`src/rtl/rv_ifetch_unit.sv`:
```
// Instruction fetch unit: fetch PC, in-order imem requests, response FIFO toward decode, redirect flush.
// Optional misaligned-redirect trap enabled by RV_IFETCH_MISALIGN_CHK_EN.
module rv_ifetch_unit #(
  parameter int unsigned           ADDR_WIDTH = 32,
  parameter int unsigned           DATA_WIDTH = 32,
  parameter logic [ADDR_WIDTH-1:0] RESET_PC   = '0,
  parameter int unsigned           FIFO_DEPTH = 2
) (
  input  logic                  clk,
  input  logic                  rst_n,
  input  logic                  redirect_valid,
  input  logic [ADDR_WIDTH-1:0] redirect_pc,
  output logic                  imem_req_valid,
  input  logic                  imem_req_ready,
  output logic [ADDR_WIDTH-1:0] imem_req_addr,
  input  logic                  imem_rsp_valid,
  input  logic [DATA_WIDTH-1:0] imem_rsp_data,
  output logic                  if_valid,
  input  logic                  if_ready,
  output logic [ADDR_WIDTH-1:0] if_pc,
  output logic [DATA_WIDTH-1:0] if_instr,
  output logic                  if_misalign
);

  localparam int unsigned PTR_W = (FIFO_DEPTH > 1) ? $clog2(FIFO_DEPTH) : 1;
  localparam int unsigned CNT_W = $clog2(FIFO_DEPTH + 1);
  localparam int unsigned SUM_W = CNT_W + 1;

  localparam logic [1:0] ST_RESET = 2'd0;
  localparam logic [1:0] ST_FETCH = 2'd1;
`ifdef RV_IFETCH_MISALIGN_CHK_EN
  localparam logic [1:0] ST_HALT  = 2'd2;
`endif

  logic [1:0]            state_q, state_d;
  logic [ADDR_WIDTH-1:0] fetch_pc_q, fetch_pc_d;
  logic [CNT_W-1:0]      out_q, out_d, drop_q, drop_d, cnt_q, cnt_d, out_after;
  logic [PTR_W-1:0]      rd_q, rd_d, wr_q, wr_d, pcq_rd_q, pcq_rd_d, pcq_wr_q, pcq_wr_d;
  logic [ADDR_WIDTH-1:0] pc_mem_q    [FIFO_DEPTH];
  logic [DATA_WIDTH-1:0] instr_mem_q [FIFO_DEPTH];
  logic [ADDR_WIDTH-1:0] pcq_mem_q   [FIFO_DEPTH];
  logic [SUM_W-1:0]      occ;
  logic                  req_accept, pop, push;
  logic [ADDR_WIDTH-1:0] push_pc;
  logic [DATA_WIDTH-1:0] push_instr;
`ifdef RV_IFETCH_MISALIGN_CHK_EN
  logic                  mis_mem_q [FIFO_DEPTH];
  logic                  tag_q, tag_d, push_mis;
`endif

  assign if_valid       = (cnt_q != '0);
  assign if_pc          = pc_mem_q[rd_q];
  assign if_instr       = instr_mem_q[rd_q];
  assign imem_req_addr  = fetch_pc_q;
  assign pop            = if_valid && if_ready;
  // An entry popped this cycle frees its slot, which keeps single-cycle memory at full rate.
  assign occ            = SUM_W'(out_q) + SUM_W'(cnt_q) - SUM_W'(pop);
  assign imem_req_valid = (state_q == ST_FETCH) && !redirect_valid && (occ < SUM_W'(FIFO_DEPTH));
  assign req_accept     = imem_req_valid && imem_req_ready;
  assign out_after      = out_q + CNT_W'(req_accept) - CNT_W'(imem_rsp_valid);
`ifdef RV_IFETCH_MISALIGN_CHK_EN
  assign if_misalign    = mis_mem_q[rd_q];
`else
  assign if_misalign    = 1'b0;
`endif

  // Next-state: FSM, counters, pointers and flush
  always_comb begin
    state_d    = state_q;
    fetch_pc_d = fetch_pc_q;
    out_d      = out_after;
    drop_d     = drop_q;
    cnt_d      = cnt_q;
    rd_d       = rd_q;
    wr_d       = wr_q;
    pcq_rd_d   = pcq_rd_q;
    pcq_wr_d   = pcq_wr_q;
    push       = 1'b0;
    push_pc    = pcq_mem_q[pcq_rd_q];
    push_instr = imem_rsp_data;
`ifdef RV_IFETCH_MISALIGN_CHK_EN
    tag_d      = tag_q;
    push_mis   = 1'b0;
`endif

    if (state_q == ST_RESET) state_d = ST_FETCH;

    if (req_accept) begin
      fetch_pc_d = fetch_pc_q + ADDR_WIDTH'(4);
      pcq_wr_d   = pcq_wr_q + PTR_W'(1);
    end

    if (imem_rsp_valid) begin
      if (drop_q != '0) begin
        drop_d = drop_q - CNT_W'(1);
      end else begin
        pcq_rd_d = pcq_rd_q + PTR_W'(1);
        push     = 1'b1;
      end
    end

`ifdef RV_IFETCH_MISALIGN_CHK_EN
    // Trap entry posts only after every stale response has drained.
    if ((state_q == ST_HALT) && tag_q && (drop_q == '0) && !imem_rsp_valid) begin
      push       = 1'b1;
      push_pc    = fetch_pc_q;
      push_instr = '0;
      push_mis   = 1'b1;
      tag_d      = 1'b0;
    end
`endif

    if (push) wr_d = wr_q + PTR_W'(1);
    if (pop)  rd_d = rd_q + PTR_W'(1);
    cnt_d = cnt_q + CNT_W'(push) - CNT_W'(pop);

    if (redirect_valid) begin
      fetch_pc_d = redirect_pc;
      drop_d     = out_after;
      cnt_d      = '0;
      rd_d       = '0;
      wr_d       = '0;
      pcq_rd_d   = '0;
      pcq_wr_d   = '0;
      push       = 1'b0;
`ifdef RV_IFETCH_MISALIGN_CHK_EN
      if (redirect_pc[1:0] != 2'b00) begin
        state_d = ST_HALT;
        tag_d   = 1'b1;
      end else begin
        state_d = ST_FETCH;
        tag_d   = 1'b0;
      end
`endif
    end
  end

  // State and buffer registers
  always_ff @(posedge clk or negedge rst_n) begin
    if (!rst_n) begin
      state_q    <= ST_RESET;
      fetch_pc_q <= RESET_PC;
      out_q      <= '0;
      drop_q     <= '0;
      cnt_q      <= '0;
      rd_q       <= '0;
      wr_q       <= '0;
      pcq_rd_q   <= '0;
      pcq_wr_q   <= '0;
      for (int i = 0; i < int'(FIFO_DEPTH); i++) begin
        pc_mem_q[i]    <= '0;
        instr_mem_q[i] <= '0;
        pcq_mem_q[i]   <= '0;
`ifdef RV_IFETCH_MISALIGN_CHK_EN
        mis_mem_q[i]   <= 1'b0;
`endif
      end
`ifdef RV_IFETCH_MISALIGN_CHK_EN
      tag_q      <= 1'b0;
`endif
    end else begin
      state_q    <= state_d;
      fetch_pc_q <= fetch_pc_d;
      out_q      <= out_d;
      drop_q     <= drop_d;
      cnt_q      <= cnt_d;
      rd_q       <= rd_d;
      wr_q       <= wr_d;
      pcq_rd_q   <= pcq_rd_d;
      pcq_wr_q   <= pcq_wr_d;
      if (req_accept) pcq_mem_q[pcq_wr_q] <= imem_req_addr;
      if (push) begin
        pc_mem_q[wr_q]    <= push_pc;
        instr_mem_q[wr_q] <= push_instr;
`ifdef RV_IFETCH_MISALIGN_CHK_EN
        mis_mem_q[wr_q]   <= push_mis;
`endif
      end
`ifdef RV_IFETCH_MISALIGN_CHK_EN
      tag_q      <= tag_d;
`endif
    end
  end

endmodule

```
`config.mk`:
```
export PLATFORM = sky130hd
export DESIGN_NAME = rv_ifetch_unit
export DESIGN_NICKNAME = d
export VERILOG_FILES = /design/src/rtl/rv_ifetch_unit.sv
export SDC_FILE = /design/constraint.sdc
export NUM_CORES = 1
export LEC_CHECK = 0
export ABC_AREA = 1
export BUFFER_PORTS_ARGS = -buffer_cell sky130_fd_sc_hd__buf_2
export CAP_MARGIN = 40
export CORE_ASPECT_RATIO = 1.5
export CORE_UTILIZATION = 25
export DETAILED_ROUTE_END_ITERATION = 6
export SLEW_MARGIN = 15
export SYNTH_ARGS = -nofsm -noshare
export SYNTH_HDL_FRONTEND = slang
export SYNTH_SLANG_ARGS = --single-unit
```
`constraint.sdc`:
```
create_clock -name clk -period 4.4 [get_ports clk]
set_clock_uncertainty 0.05 [all_clocks]
set_input_delay 0.44 -clock clk [delete_from_list [all_inputs] [get_ports clk]]
set_output_delay 0.44 -clock clk [all_outputs]
set_load 0.02 [all_outputs]
```
==> flow_metrics.py <==
metrics = {
    "clocking": {
        "clkTransAtPathRegs_ns": 0.06,
        "cts-root-buf": "clkbuf_16",
        "clk_latency_ns": 0.53,
        "ctsHoldBuffers": 1,
        "clockBufferDepth": 3,
        "cts_resized": 0,
        "ctsHtreeMaxLevel": 1,
        "cts_tree": "done",
        "numCtsBuffers": 25,
        "cts_setup_buffers": 0,
        "cts.sinks": 235,
    },
    "cells_and_area": {
        "area_growth_pct": 19.03,
        "mostFrequentLayoutCell": "nand2_1",
        "drive_gt1_share_pct": 15.83,
        "layout.nets": 1678,
        "n_antenna_cell": 0,
        "layout_common_cells": "nand2_1 (646), dfrtp_1 (234), buf_2 (166)",
        "fill_cells": 4749,
    },
    "pwr": {
        "power.switching_mw": 3.480,
        "p_seq_share_pct": 40.7,
        "leakage_nw": 6.940,
        "p_comb_share_pct": 36.3,
        "ir_drop_mv": 0.3253,
        "p_clk_share_pct": 23.1,
        "switching_share_pct": 40.20,
        "internal-power_mw": 5.177,
        "pwr_density_cell_nw_per_um2": 648.8,
    },
    "sta": {
        "slew_violations": 0,
        "max_freq_ghz": 0.2967,
        "period_needed_ns": 3.370,
        "setup-violations-final": 0,
        "postLayoutSetupSlackWorst_ns": 1.030,
        "whs_ns": 0.06385,
        "relSlewSlack_pct": 49.47,
        "finalSetupTns_ns": 0,
        "rsz0062_at_grt": "false",
        "min_period_over_period_pct": 76.60,
        "worst_slew_pin_slew_ns": 0.7580,
        "hold_viol": 0,
    },
    "logic_synthesis": {
        "synth_area_per_cell_sq_um": 7.673,
        "ys.flop_type": "dfrtp_1",
        "syn_area_sq_um": 11210,
        "netlist_instances": 1461,
        "ys_warn_count": 0,
        "async_flop_share_pct": 100.0,
        "syn-num-nets": 1539,
        "synth_edf_count": 0,
        "synth.distinct_cells": 31,
        "ys_seq_elements": 235,
        "synth_seq_area_share_pct": 52.46,
    },
    "min_path": {
        "min_from": "redirect_pc[1]",
        "min_to": "imem_req_addr[1]",
        "hold_class": "in -> reg",
        "min_path_cells": 3,
    },
    "global_routing": {
        "grt_max_degree": 99,
        "met3_usage_pct": 1.945,
        "grtUsageMet2_pct": 23.99,
        "use_met1_pct": 16.32,
        "grt_usage_pct": 13.48,
        "grt_pass1_wl_mm": 49.55,
        "overflow": 0,
        "antenna_found_initial": 1,
        "grt_pass1_vias": 9357,
        "top_usage_layer": "met2",
    },
    "die": {
        "chipHeight_um": 261.4,
        "io_pins": 169,
        "row_count": 94,
        "design.core.area_sq_um": 44100,
        "dieArea_sq_um": 45710,
        "start_util_pct": 25.42,
        "die_w_um": 174.9,
    },
    "worst_setup_path": {
        "critical_path_arrival_ns": 3.73,
        "cp-start-kind": "flip-flop",
        "r2r-end": "pcq_mem_q[58]",
        "r2r_cells": 15,
        "regToRegStartpoint": "cnt_q[1]",
        "crit_fanout": 37,
        "crit_path_end_kind": "flip-flop",
        "worstPathRequired_ns": 4.76,
        "regToRegSetupSlack_ns": 1.03,
        "critical_path_class": "reg -> reg",
    },
    "route": {
        "avgRoutedWirePerCell_um": 13.88,
        "routed-via-count": 9465,
        "drtIter0Drc": 681,
        "vias_per_cell": 4.316,
        "postRouteAntennaNets": 0,
        "drc": 0,
        "firstDrtPassIters": 5,
        "wl_mm": 30.44,
    },
    "placement": {
        "io_buffers": 167,
        "dpl_worst_slack_ns": 1.008,
        "place_congestion": 0.8808,
        "place_hpwl_mm": 21.62,
    },
    "run_status": {
        "status": "finished, final reports clean",
    },
    "run": {
        "drv_cap": 0,
    },
}
layout make-up:
| cell class | instances | area, sq um | area share (%) |
|---|---|---|---|
| Timing Repair Buffer | 185 | 1033 | 7.745 |
| Clock buffer | 32 | 651.9 | 4.885 |
| Clock inverter | 12 | 105.1 | 0.7876 |
| Multi-Input combinational cell | 1013 | 4423 | 33.15 |
| Inverter | 140 | 528.0 | 3.957 |
| Sequential cell | 235 | 5882 | 44.08 |
| Tap cell | 576 | 720.7 | 5.401 |
critical path, stage by stage (launching register included):
cell	delay, ns
dfrtp_1	0.37
inv_1	0.07
nand2_1	0.08
nand2_1	0.08
inv_1	0.08
nand2_1	0.06
o21ai_0	0.07
nand2_1	0.08
fa_1	0.41
xor2_1	0.26
nand3b_4	0.31
inv_4	0.38
nand2_2	0.44
buf_12	0.34
nand2_1	0.10
o21ai_2	0.05
state kept, by name, summed over array words and instances, names as in the netlist:
name / flops
wr_q: 1
rd_q: 1
instr_mem_q: 64
pc_mem_q: 64
out_q: 2
cnt_q: 2
pcq_wr_q: 1
drop_q: 2
state_q: 1
pcq_mem_q: 64
pcq_rd_q: 1
imem_req_addr: 32
how the worst max path moves through the flow:
stage	start	slack (ns)	endpoint
2_1_floorplan	cnt_q[1]	1.50	drop_q[1]
3_3_place_gp	if_ready	1.0	pcq_mem_q[47]
3_5_place_dp	if_ready	1.01	pcq_mem_q[47]
4_1_cts	cnt_q[1]	1.03	pcq_mem_q[58]
5_1_grt	cnt_q[1]	0.70	pcq_mem_q[53]
6_report	cnt_q[1]	1.03	pcq_mem_q[58]
layer usage:
metal	vias up	part of all wire, %
li1	4802	-
met1	4363	43
met3	54	4.9
met2	246	49
met5	-	0
met4	0	2.9
power groups by stage:
stage                     registers, mW  clock network (mW)  logic [mW]
after detailed placement           3.56                   0        3.20
after floorplan                    3.49                   0        2.17
after CTS                          3.52                2.08        3.21
final                              3.52                2.00        3.14
after global routing               3.64                2.15        3.58
after global placement             3.52                   0        3.11
cell usage after synthesis (2+ instances only):
cell | n | area share, %
nand2_1 | 646 | 22
dfrtp_1 | 235 | 52
o21ai_0 | 142 | 6.3
inv_1 | 132 | 4.4
nand3_1 | 74 | 3.3
nor2_1 | 49 | 1.6
o21ai_1 | 48 | 2.1
clkbuf_1 | 35 | 1.2
buf_2 | 22 | 0.98
o21ai_2 | 22 | 1.7
buf_6 | 9 | 0.90
ha_1 | 7 | 0.78
xor2_1 | 5 | 0.39
buf_4 | 4 | 0.27
inv_2 | 4 | 0.13
xnor2_1 | 4 | 0.31
buf_1 | 3 | 0.10
clkinv_1 | 3 | 0.10
a21oi_1 | 2 | 0.089
conb_1 | 2 | 0.067
nand4_1 | 2 | 0.11
nor2_2 | 2 | 0.11
kinds of logic after synthesis:
group	after synthesis	share of synthesized area, %
adders and majority gates	8	0.9598
buffers and inverters	213	8.136
AOI/OAI and AO/OA	214	10.29
DFF	235	52.46
xor gates and xnor gates	9	0.7031
other	2	0.06699
and+or+nand+nor	780	27.39
through the flow:
| stage | area (sq um) | power (mW) | utilization (%) | cells |
|---|---|---|---|---|
| 4_1_cts | 13340 | 8.806 | 30.26 | 2193 |
| 5_1_grt | 13340 | 9.369 | 30.26 | 2193 |
| 2_1_floorplan | 11210 | 5.657 | - | 1461 |
| 6_report | 13340 | 8.657 | 30.26 | 2193 |
| 3_5_place_dp | 12580 | 6.752 | 28.52 | 2148 |
| 3_3_place_gp | 12540 | 6.632 | 28.43 | 2146 |
No activity file was read; power rests on OpenSTA's default activity.
